<file path="src/rtl/uart_rx_pkg.sv">
// uart_rx_pkg
//   Shared constants and types for the 16x-oversampled UART receiver.
//   Default baud / system clock match the values used by the uart
//   transmitter. The FSM encoding lives here so uart can adopt it later.
package uart_rx_pkg;

  // Sample ticks per bit; fixed for this release.
  localparam int unsigned UART_OVERSAMPLE = 16;

  localparam int unsigned DEF_SYSCLK_FREQ = 50_000_000;
  localparam int unsigned DEF_BAUD_RATE   = 115_200;

  // Tick count at which the start bit is re-checked (middle of the bit).
  localparam logic [3:0] MID_START_CNT = 4'd7;
  // Tick count at which data and stop bits are sampled.
  localparam logic [3:0] LAST_TICK_CNT = 4'd15;

  typedef enum logic [1:0] {
    RX_IDLE  = 2'd0,
    RX_START = 2'd1,
    RX_DATA  = 2'd2,
    RX_STOP  = 2'd3
  } rx_state_e;

endpackage

</file>
<file path="src/rtl/uart_rx_if.sv">
// uart_rx_if
//   Serial line plus holding-register handshake of the UART receiver.
//   uart_rx   : serial line, idle high, asynchronous to the system clock
//   rd_en     : consume the held byte (ignored while rd_valid=0)
//   rd_data   : last received byte
//   rd_valid  : a byte is held and unread
//   frame_err : one-cycle pulse when a stop bit samples low
//   overrun   : sticky, a held byte was overwritten before being read
//   master = host side (drives line and rd_en), slave = receiver.
interface uart_rx_if;
  logic       uart_rx;
  logic       rd_en;
  logic [7:0] rd_data;
  logic       rd_valid;
  logic       frame_err;
  logic       overrun;

  modport master (
    output uart_rx,
    output rd_en,
    input  rd_data,
    input  rd_valid,
    input  frame_err,
    input  overrun
  );

  modport slave (
    input  uart_rx,
    input  rd_en,
    output rd_data,
    output rd_valid,
    output frame_err,
    output overrun
  );
endinterface

</file>
<file path="src/rtl/uart_tick_gen.sv">
// uart_tick_gen
//   Phase-accumulator tick generator. Produces a one-cycle tick at an
//   average rate of BAUD*MULT per second from a CLK_FREQ clock.
//   Requires BAUD*MULT < CLK_FREQ.
//   clk    : system clock
//   rst_n  : asynchronous active-low reset (accumulator clears to 0)
//   tick_o : one-cycle pulse per oversample period
module uart_tick_gen #(
  parameter int unsigned CLK_FREQ = 50_000_000,
  parameter int unsigned BAUD     = 115_200,
  parameter int unsigned MULT     = 16
) (
  input  logic clk,
  input  logic rst_n,
  output logic tick_o
);

  // One extra bit so the sum cannot wrap before the compare.
  localparam logic [32:0] INC  = 33'(BAUD * MULT);
  localparam logic [32:0] STEP = 33'(CLK_FREQ);

  logic [31:0] acc_q, acc_d;
  logic        tick_q, tick_d;
  logic [32:0] sum;

  always_comb begin
    sum    = {1'b0, acc_q} + INC;
    acc_d  = sum[31:0];
    tick_d = 1'b0;
    if (sum >= STEP) begin
      acc_d  = 32'(sum - STEP);
      tick_d = 1'b1;
    end
  end

  always_ff @(posedge clk or negedge rst_n) begin
    if (!rst_n) begin
      acc_q  <= '0;
      tick_q <= 1'b0;
    end else begin
      acc_q  <= acc_d;
      tick_q <= tick_d;
    end
  end

  assign tick_o = tick_q;

endmodule

</file>
<file path="src/rtl/uart_rx.sv">
// uart_rx
//   8N1 UART receiver, LSB first, sampling the line at 16x the baud rate.
//   Each received byte lands in a one-entry holding register read with a
//   valid/read handshake.
//   clk    : system clock
//   rst_n  : asynchronous active-low reset
//   rx_bus : uart_rx_if slave (serial line in, holding register out)
module uart_rx
  import uart_rx_pkg::*;
#(
  parameter int unsigned SYSCLK_FREQ = DEF_SYSCLK_FREQ,
  parameter int unsigned BAUD_RATE   = DEF_BAUD_RATE
) (
  input  logic      clk,
  input  logic      rst_n,
  uart_rx_if.slave  rx_bus
);

  // Two-flop synchronizer; reset high so a reset does not look like a start.
  logic [1:0] sync_q;
  logic       rx_s;

  always_ff @(posedge clk or negedge rst_n) begin
    if (!rst_n) sync_q <= '1;
    else        sync_q <= {sync_q[0], rx_bus.uart_rx};
  end

  assign rx_s = sync_q[1];

  logic tick;

  uart_tick_gen #(
    .CLK_FREQ (SYSCLK_FREQ),
    .BAUD     (BAUD_RATE),
    .MULT     (UART_OVERSAMPLE)
  ) u_tick (
    .clk    (clk),
    .rst_n  (rst_n),
    .tick_o (tick)
  );

  // Frame FSM and its datapath.
  rx_state_e  state_q, state_d;
  logic [3:0] cnt_q, cnt_d;
  logic [2:0] bidx_q, bidx_d;
  logic [7:0] sh_q, sh_d;
  // Line seen high since the last frame ended; blocks re-triggering on a
  // line held low (break) after its frame error.
  logic       armed_q, armed_d;
  logic       load_evt;
  logic       ferr_evt;

  // Holding register.
  logic [7:0] rd_data_q, rd_data_d;
  logic       rd_valid_q, rd_valid_d;
  logic       overrun_q, overrun_d;
  logic       frame_err_q, frame_err_d;

  // State register.
  always_ff @(posedge clk or negedge rst_n) begin
    if (!rst_n) begin
      state_q     <= RX_IDLE;
      cnt_q       <= '0;
      bidx_q      <= '0;
      sh_q        <= '0;
      armed_q     <= 1'b0;
      rd_data_q   <= '0;
      rd_valid_q  <= 1'b0;
      overrun_q   <= 1'b0;
      frame_err_q <= 1'b0;
    end else begin
      state_q     <= state_d;
      cnt_q       <= cnt_d;
      bidx_q      <= bidx_d;
      sh_q        <= sh_d;
      armed_q     <= armed_d;
      rd_data_q   <= rd_data_d;
      rd_valid_q  <= rd_valid_d;
      overrun_q   <= overrun_d;
      frame_err_q <= frame_err_d;
    end
  end

  // Next-state logic.
  always_comb begin
    state_d  = state_q;
    cnt_d    = cnt_q;
    bidx_d   = bidx_q;
    sh_d     = sh_q;
    armed_d  = armed_q;
    load_evt = 1'b0;
    ferr_evt = 1'b0;

    unique case (state_q)
      RX_IDLE: begin
        if (rx_s) armed_d = 1'b1;
        if (tick && !rx_s && armed_q) begin
          state_d = RX_START;
          cnt_d   = '0;
        end
      end

      RX_START: begin
        if (tick) begin
          if (cnt_q == MID_START_CNT) begin
            if (!rx_s) begin
              state_d = RX_DATA;
              cnt_d   = '0;
              bidx_d  = '0;
            end else begin
              // Start bit did not survive to mid-bit: glitch.
              state_d = RX_IDLE;
            end
          end else begin
            cnt_d = cnt_q + 4'd1;
          end
        end
      end

      RX_DATA: begin
        if (tick) begin
          if (cnt_q == LAST_TICK_CNT) begin
            sh_d  = {rx_s, sh_q[7:1]};
            cnt_d = '0;
            if (bidx_q == 3'd7) state_d = RX_STOP;
            else                bidx_d  = bidx_q + 3'd1;
          end else begin
            cnt_d = cnt_q + 4'd1;
          end
        end
      end

      RX_STOP: begin
        if (tick) begin
          if (cnt_q == LAST_TICK_CNT) begin
            // Leaving at mid stop bit leaves half a bit of resync margin.
            if (rx_s) load_evt = 1'b1;
            else      ferr_evt = 1'b1;
            state_d = RX_IDLE;
            cnt_d   = '0;
            armed_d = 1'b0;
          end else begin
            cnt_d = cnt_q + 4'd1;
          end
        end
      end

      default: state_d = RX_IDLE;
    endcase
  end

  // Output logic: holding register and status flags.
  always_comb begin
    rd_data_d   = rd_data_q;
    rd_valid_d  = rd_valid_q;
    overrun_d   = overrun_q;
    frame_err_d = ferr_evt;

    if (rx_bus.rd_en && rd_valid_q) begin
      rd_valid_d = 1'b0;
      overrun_d  = 1'b0;
    end

    // A completing frame wins over a read in the same cycle; overrun only
    // when the held byte is lost without having been read.
    if (load_evt) begin
      rd_data_d  = sh_q;
      rd_valid_d = 1'b1;
      if (rd_valid_q && !rx_bus.rd_en) overrun_d = 1'b1;
    end
  end

  assign rx_bus.rd_data   = rd_data_q;
  assign rx_bus.rd_valid  = rd_valid_q;
  assign rx_bus.frame_err = frame_err_q;
  assign rx_bus.overrun   = overrun_q;

endmodule
</file>
<file path="src/flat_wrapper.sv">
// flat-port wrapper written by rule: the top's interface ports become plain ports
module uart_rx_flat import uart_rx_pkg::*;
#(
  parameter int unsigned SYSCLK_FREQ = DEF_SYSCLK_FREQ,
  parameter int unsigned BAUD_RATE   = DEF_BAUD_RATE
)
  (clk, rst_n, rx_bus_uart_rx, rx_bus_rd_en, rx_bus_rd_data, rx_bus_rd_valid, rx_bus_frame_err, rx_bus_overrun);
  uart_rx_if rx_bus_i ();
  input  logic clk;
  input  logic rst_n;
  input wire logic [$bits(rx_bus_i.uart_rx)-1:0] rx_bus_uart_rx;
  input wire logic [$bits(rx_bus_i.rd_en)-1:0] rx_bus_rd_en;
  output wire logic [$bits(rx_bus_i.rd_data)-1:0] rx_bus_rd_data;
  output wire logic [$bits(rx_bus_i.rd_valid)-1:0] rx_bus_rd_valid;
  output wire logic [$bits(rx_bus_i.frame_err)-1:0] rx_bus_frame_err;
  output wire logic [$bits(rx_bus_i.overrun)-1:0] rx_bus_overrun;
  assign rx_bus_i.uart_rx = rx_bus_uart_rx;
  assign rx_bus_i.rd_en = rx_bus_rd_en;
  assign rx_bus_rd_data = rx_bus_i.rd_data;
  assign rx_bus_rd_valid = rx_bus_i.rd_valid;
  assign rx_bus_frame_err = rx_bus_i.frame_err;
  assign rx_bus_overrun = rx_bus_i.overrun;
  uart_rx #(.SYSCLK_FREQ(SYSCLK_FREQ), .BAUD_RATE(BAUD_RATE)) u_core (.clk(clk), .rst_n(rst_n), .rx_bus(rx_bus_i));
endmodule
</file>
<file path="config.mk">
export PLATFORM = sky130hd
export DESIGN_NAME = uart_rx_flat
export DESIGN_NICKNAME = d
export VERILOG_FILES = /design/src/rtl/uart_rx_pkg.sv /design/src/rtl/uart_rx_if.sv /design/src/rtl/uart_tick_gen.sv /design/src/rtl/uart_rx.sv /design/src/flat_wrapper.sv
export SDC_FILE = /design/constraint.sdc
export NUM_CORES = 1
export LEC_CHECK = 0
export CORE_ASPECT_RATIO = 1.2
export CORE_MARGIN = 3
export CORE_UTILIZATION = 40
export CTS_CLUSTER_DIAMETER = 120
export DETAILED_ROUTE_END_ITERATION = 10
export PLACE_DENSITY = 0.63
export SYNTH_ARGS = -nofsm -noshare
export SYNTH_HDL_FRONTEND = slang
export SYNTH_SLANG_ARGS = --single-unit
</file>
<file path="constraint.sdc">
create_clock -name clk -period 8.1 [get_ports clk]
set_input_delay 1.62 -clock clk [delete_from_list [all_inputs] [get_ports clk]]
set_output_delay 1.62 -clock clk [all_outputs]
set_load 0.05 [all_outputs]
</file>
After elaboration in Yosys (flattened, before gate mapping). Index checks and enable logic that the tools add are counted. W data, S select, Z words.

Flip-flop bits (word level): 64. Bits of input ports: 4. Output and inout port bits: 11. Logic and storage cells: 95.

$add $sub $neg: 4. Order comparisons: 1. Equal/unequal tests: 19. Mux-type cells: 43. Reductions and logical operators: 16.

Operator list (count): $add A32 B21 Y33 const B (1); $ge A33 B26 Y1 const B (1); $mux W32 (1); $sub A32 B26 Y32 const B (1); $mux W4 (6); $mux W2 (9); $mux W3 (6); $mux W1 (17); $ne A2 B1 Y1 const B (7); $pmux W4 S3 (1); $ne A2 B2 Y1 const B (5); $pmux W2 S4 (1); $reduce_and A4 Y1 (2); $reduce_and A8 Y1 (1); $reduce_and A7 Y1 (1); $pmux W3 S2 (1); $reduce_bool A2 Y1 (3); $add A4 B1 Y4 const B (1); $eq A2 B2 Y1 const B (2); $eq A4 B3 Y1 const B (1); $eq A4 B4 Y1 const B (1); $logic_and A1 B1 Y1 (4); $add A3 B1 Y3 const B (1); $eq A3 B3 Y1 const B (1); other kinds (7) (8).

Longest topological paths before layout. Gate-level depths: netlist of run 1.

Word-level depth: 5. Gate-level depth with buffers: 11. Mapped depth without buffers: 10.

By module. A second synthesis of run 1 with hierarchy kept.

Cell total of the unflattened synthesis: 326. Area total of the unflattened synthesis: 3375.7 um^2.

Modules (own cells, without submodules): uart_tick_gen (instances 1, cells an instance 223, area an instance 1995.7 um^2, sequential area each 650.6 um^2); uart_rx (instances 1, cells an instance 103, area an instance 1380.1 um^2, sequential area each 778.2 um^2).

Worst setup path after synthesis of run 1. No wires, ideal clock.

Path kind: reg-to-reg. From: reg u_core.u_tick.acc_q[13]. To: reg u_core.u_tick.acc_q[28]. Library setup time: 132 ps. Data arrival time: 2532 ps. Required time: 7968 ps. Slack: 5436 ps. Stages on the path, launching flop included: 11. Clock period less this slack: 2664 ps. Cell sequence: dfrtp_1 ha_1 nand4_2 a2111oi_2 xor2_1 a211oi_2 o2111ai_1 a31oi_4 buf_6 nor3_1 xor2_1.

Word-level cells in the longest chain between the ends: 3.

Ends and longest elaborated chain: start: declaration (RTL line uart_tick_gen.sv:22) `logic [31:0] acc_q, acc_d;`; start signal: assignment (RTL line uart_tick_gen.sv:38) `acc_q <= '0;`; start signal: assignment (RTL line uart_tick_gen.sv:41) `acc_q <= acc_d;`; $add A32 B21 Y33 (*) (RTL line uart_tick_gen.sv:27) `sum = {1'b0, acc_q} + INC;`; $sub A32 B26 Y32 or $ge A33 B26 Y1 (tied branches) (RTL line uart_tick_gen.sv:31, uart_tick_gen.sv:30); $mux W32 (*) (RTL line uart_tick_gen.sv:30) `if (sum >= STEP) begin`; net u_core.u_tick.acc_d[28] (RTL line uart_tick_gen.sv:22).

The timed path passes the listed nets; every way through them passes the cells marked *. A chain may end at the register's enable or synchronous reset.

Worst setup path in the final report of run 1.
From: reg u_core.u_tick.acc_q[13]. To: reg u_core.u_tick.acc_q[20].

The elaborated chain is that of the path after synthesis.

==> flow_summary.ini, run 1 <==
[min_path]
whs_path_depth = 0
hold_path.class = flip-flop to flip-flop

[sta]
drv_slew = 0
slew_headroom_pct = 51.3
finalWorstSetupSlack_ns = 4.79
fmax_mhz = 302
fin_skew_ns = 0.00807
worstMarginPinSlew_ns = 0.728
rsz0062_at_grt = false
hold_viol = 0
tns_ns = 0
fin_crit_sh_pct = 40.8
setup_viol = 0
finalCriticalPeriod_ns = 3.31

[synth]
seq_area_frac_synth_pct = 44.6
synthFlopType = dfrtp_1
synth_top_area_cell = dfrtp_1
synth_edf_count = 0
synth_area_um2 = 3210
ys_warn_count = 0
netlist_top_cells_area = dfrtp_1, xnor2_1, mux2_2, xor2_1, nor2_1
postSynthCellCount = 316
yosysMostFrequentCell = dfrtp_1
synth_commonest_cells = dfrtp_1, nor2_1, nand2_1
synth_area_per_cell_um2 = 10.1
synthArstFlopShare_pct = 100
synth_nets = 327
ys_types = 58
ys_seq_elements = 57
synth_top_area_share_pct = 42.9

[clock_network]
cts_setup_buffers = 0
cts.path.max_buffers = 2
root_buffer = clkbuf_8
clk_pin_slew_worst_paths_ns = 0.07
cts.sinks = 57
cts_resized = 0
cts_max_level = 3
clk_latency_ns = 0.35
ctsHoldBuffers = 0
cts_buffers = 9
cts_tree = yes

[worst_setup_path]
rrSetupSlack_ns = 4.79
critPathCaptureType = flip-flop
crit_family = compound AO/OA/AOI/OAI gates
cpMaxStageDelayCell = a31oi_4
required_ns = 8.37
path_cells = ha_1 > nand4_2 > a2111oi_2 > xor2_1 > a211oi_2 > o2111ai_1 > a31oi_4 > mux2i_1 > xnor2_1
worstPathArrival_ns = 3.57
worst_path_largest_cell_delay_ns = 0.66
worst_r2r_path_depth = 9
worstSetupPathType = flip-flop to flip-flop
crit_path_start_kind = flip-flop
cp.buffers_inverters = 0
cp.depth = 9
crit_fanout = 25

[layout]
area_growth_pct = 14.0
diodes = 0
nets = 344
multiInputGateArea_um2 = 1690
fillers = 719
layout-drive-gt1-share_pct = 15.4
seq_area_um2 = 1430

[die]
die_w_um = 87.7
die-area_um2 = 9130
core-area_um2 = 7750
initial_core_util_pct = 41.4
io_pins = 15
die_height_um = 104
rows = 35

[status]
outcome = complete, no violations

[global_routing]
antenna_found_initial = 0
grt_max_degree = 58
grt_pass1_vias = 2314
grt.total_usage_pct = 14.9
grt_pass1_wl_um = 10600
grt-ovfl-total = 0

[routing]
drc = 0
wirelength_um = 6240
ant_nets = 0
detail_route.wl_per_cell_um = 14.5
vias = 2355
first_iter_violations = 103
viasPerCell = 5.48
firstDrtPassIters = 7

[place]
routabilityCongestion = 0.964
pre_cts_slack_ns = 4.79
dpl.hpwl_um = 4380
numPortBuffers = 14

[run]
cap_violations = 0

[pwr]
ir_drop_uv = 88.3
powerDensity_nw_per_um2 = 172
leakage_nw = 1.64
==> path summary, 6_finish.rpt <==
kind,start,to
max,u_core.u_tick.acc_q[13]$_DFF_PN0_,u_core.u_tick.acc_q[20]$_DFF_PN0_
min,u_core.sync_q[0]$_DFF_PN1_,u_core.sync_q[1]$_DFF_PN1_
max reg2reg,u_core.u_tick.acc_q[13]$_DFF_PN0_,u_core.u_tick.acc_q[20]$_DFF_PN0_
min reg2reg,u_core.sync_q[0]$_DFF_PN1_,u_core.sync_q[1]$_DFF_PN1_
max in group asynchronous,rst_n,u_core.sh_q[1]$_DFFE_PN0P_
min in group asynchronous,rst_n,u_core.cnt_q[2]$_DFFE_PN0P_
==> layout make-up <==
type                            count  share of cell area (%)
Timing Repair Buffer               15                    3.90
Inverter                           10                    1.03
Multi-Input combinational cell    240                    46.2
Clock buffer                       11                    3.87
Sequential cell                    57                    39.1
Clock inverter                      5                    2.81
Tap cell                           92                    3.15
==> placed cells by master (no fill, tap or decap), types with 3 or more instances in the layout <==
| cell | n |
|---|---|
| nand4_1 | 7 |
| o211ai_1 | 5 |
| clkdlybuf4s50_1 | 13 |
| bufinv_16 | 3 |
| xor2_1 | 15 |
| inv_1 | 10 |
| clkbuf_8 | 10 |
| o21ai_0 | 11 |
| nor3_1 | 11 |
| nand3_1 | 10 |
| a31oi_1 | 3 |
| mux2_2 | 17 |
| or3_1 | 5 |
| nor2_1 | 27 |
| a21oi_1 | 13 |
| xnor2_1 | 22 |
| a21o_1 | 4 |
| o21ai_1 | 4 |
| o22ai_1 | 4 |
| nand2_1 | 24 |
| nand2b_1 | 3 |
| ha_1 | 7 |
| dfrtp_1 | 55 |
| and3_1 | 5 |
==> worst register-to-register path: cells and delay by family (launching register included) <==
family | cells | cell delay (ns)
AO/OA/AOI/OAI | 4 | 1.64
XOR/XNOR | 2 | 0.30
adder cells (fa/ha/maj) | 1 | 0.31
flip-flops | 1 | 0.43
multiplexers | 1 | 0.30
AND/OR/NAND/NOR | 1 | 0.25
==> per-layer routing <==
layer  GRT usage, %  up-vias  share of wire, %
li1               -     1180                 -
met1           18.6     1108                47
met2           22.8       52                46
met3           3.33       15               3.8
met4           9.10        0               3.0
met5              0        -                 0
==> state kept, by name, summed over array words and instances, names as in the netlist, named ones only <==
register and cells:
u_core.u_tick.acc_q 25, u_core.rx_bus.rd_data 8, u_core.sh_q 8, u_core.cnt_q 4, u_core.bidx_q 3, u_core.sync_q 2, u_core.armed_q 1, u_core.rx_bus.frame_err 1
u_core.rx_bus.rd_valid 1, u_core.state_q 1, u_core.u_tick.tick_o 1
==> power breakdown <==
part	internal, W	switching [W]
combinational	0.00000318	0.00000872
clock	0.000212	0.000119
sequential	0.000286	0.00000146
==> cell families (layout without fill, tap and decap cells) <==
kind of cell	count (synthesis)	count (layout)	share of synthesized area (%)
XOR/XNOR	37	37	10.1
buffers and inverters	19	41	2.77
flip-flops	57	57	44.6
multiplexers	19	19	6.59
adder cells (fa/ha/maj)	7	7	2.73
AND/OR/NAND/NOR	114	114	19.2
AO/OA/AOI/OAI	63	63	14.1
==> metrics by stage <==
stage	hold WS [ns]	total power [W]	cells	instance area, um^2	utilization [%]
after CTS	0.367	0.000638	430	3660	47.2
after detailed placement	0.349	0.000305	414	3410	44.0
after floorplan	0.345	0.000297	316	3210	-
after global placement	0.357	0.000305	414	3410	44.0
final	0.371	0.000631	430	3660	47.2
after global routing	0.371	0.000651	430	3660	47.2
(Power assumes the default switching activity.)
==> inputs of run 2 (changes only) <==
- PLACE_DENSITY: 0.63 -> 0.65
- clock period: 8.1 -> 2.82 ns (I/O delays scaled with it)
==> run 2 against run 1 <==
Against the previous run: sequential cell count stayed put; design area increased by 9.2%; sequential share of layout area is 3.2 points lower; first-iteration DRC count decreased by 14%; power grew to 2.7 times the previous value; die area did not move; largest cell class unchanged; highest routed layer unchanged.
==> flow_summary.ini, run 2 (same netlist as run 1, synthesis figures left out) <==
[die]
core-area_um2 = 7750
die_height_um = 104
die_w_um = 87.7
rows = 35
die-area_um2 = 9130
io_pins = 15
initial_core_util_pct = 41.4

[place]
dpl.hpwl_um = 4670
place_inst = 436
numPortBuffers = 14
routabilityCongestion = 0.857

[pwr]
power_frac_comb_pct = 2.2
sw_frac_of_total_pct = 21.9
powerDensity_nw_per_um2 = 421
power.net_switching_w = 0.000368
seq_power_share_pct = 49.2
internal_power_w = 0.00131
leakage_nw = 1.77
total_power_w = 0.00168
ir_drop_uv = 179
clockPowerShare_pct = 48.6

[worst_setup_path]
crit_top_cell = o2111ai_2
worstPathArrival_ns = 2.96
r2r-end = u_core.u_tick.acc_q[20]$_DFF_PN0_
worst_r2r_path_depth = 9
startpoint = u_core.u_tick.acc_q[20]$_DFF_PN0_
required_ns = 3.08
cpMaxStageDelayCell = or3_4
path_cells = or3_4 > nor3_4 > o2111ai_2 > a211oi_2 > o2111ai_2 > a31oi_4 > buf_12 > mux2i_1 > xnor2_1
crit_family = compound AO/OA/AOI/OAI gates
crit_fanout = 16
worstSetupPathType = flip-flop to flip-flop
r2r_start = u_core.u_tick.acc_q[20]$_DFF_PN0_
rrSetupSlack_ns = 0.12
worst_path_largest_cell_delay_ns = 0.46
crit_path_start_kind = flip-flop
critPathCaptureType = flip-flop
cp.buffers_inverters = 1

[routing]
firstDrtPassIters = 4
wirelength_um = 6700
detail_route.wl_per_cell_um = 14.6
vias = 2573
first_iter_violations = 89
ant_nets = 0
drc = 0
viasPerCell = 5.59

[min_path]
hold_path.class = input pin to async pin

[clock_network]
cts_buffers = 9
clk_pin_slew_worst_paths_ns = 0.07
root_buffer = clkbuf_8
clk_latency_ns = 0.34
cts_tree = yes
cts_max_level = 3
cts.path.max_buffers = 2
cts.sinks = 57

[sta]
hold_viol = 0
setup_viol = 0
finalCriticalPeriod_ns = 2.70
fin_skew_ns = 0.0102
drv_slew = 0
fmax_mhz = 370
tns_ns = 0
fin_crit_sh_pct = 95.8
slew_headroom_pct = 66.8
rsz0062_at_grt = true
worstMarginPinSlew_ns = 0.496

[run]
cap_violations = 0

[layout]
fillers = 682
fin_cells = 460
layout-drive-gt1-share_pct = 26.4
area_growth_pct = 24.5
diodes = 0
mostFrequentLayoutCell = dfrtp_1
largest_reg_flops = 25
nets = 374
largest_register = u_core.u_tick.acc_q
mostFrequentLayoutCells = dfrtp_1, buf_4, nor2_1, nand2_1, xnor2_1

[global_routing]
grt_pass1_wl_um = 11000
grt-ovfl-total = 0
grt_pass1_vias = 2423
grt.total_usage_pct = 15.2
grt_max_degree = 58
antenna_found_initial = 0

[status]
outcome = complete, no violations
[run 2: final cells by class]
cell class / count / area [um^2] / share of cell area [%]
clock buffer: 12 / 165 / 4.14
clock inverter: 4 / 50.0 / 1.25
inverter: 10 / 37.5 / 0.940
multi-input combinational: 240 / 1790 / 44.7
sequential: 57 / 1430 / 35.8
tap: 92 / 115 / 2.88
timing repair buffer: 45 / 409 / 10.2
[run 2: timing repair]
item | in CTS | in global routing
endpoints found under the setup margin | 1 | 23
hold buffers | 0 | 0
pin swaps | 0 | 6
setup buffers | 0 | 8
resized for setup | 1 | 21
[run 2: worst max path at each step]
stage	cells past startpoint	endpoint
after floorplan	10	u_core.u_tick.acc_q[28]$_DFF_PN0_
after global placement	11	u_core.u_tick.acc_q[23]$_DFF_PN0_
after detailed placement	11	u_core.u_tick.acc_q[23]$_DFF_PN0_
after CTS	10	u_core.u_tick.acc_q[20]$_DFF_PN0_
after global routing	9	u_core.u_tick.acc_q[20]$_DFF_PN0_
final	9	u_core.u_tick.acc_q[20]$_DFF_PN0_
[run 2: metrics by stage]
stage	hold slack (ns)	instance area, um^2	worst slack, ns	utilization (%)
final	0.198	3990	0.119	51.5
after global routing	0.231	3990	-0.0173	51.5
after CTS	0.212	3830	0.0399	49.4
after detailed placement	0.348	3600	0.0205	46.5
after global placement	0.357	3600	0.0254	46.5
after floorplan	0.268	3210	0.156	-
[run 2: routing by layer]
metal	wire (um)	global-route usage, %	vias up
met5	0	0	-
met4	161	7.46	0
met3	289	4.20	13
met2	3400	25.1	54
met1	2850	17.8	1273
li1	-	-	1233
[run 2: power by group through the flow]
stage	logic, W	registers, W	clock network [W]
floorplan	0.00000866	0.000843	0
CTS	0.0000389	0.000826	0.000840
global route	0.0000427	0.000826	0.000872
global placement	0.0000380	0.000841	0
detailed placement	0.0000387	0.000841	0
finish	0.0000366	0.000826	0.000817
==> inputs of run 3 (changes only) <==
- CTS_CLUSTER_SIZE: default -> 8
==> results of run 3 <==
The final DEF is identical to that of run 2; final timing and power are the same.
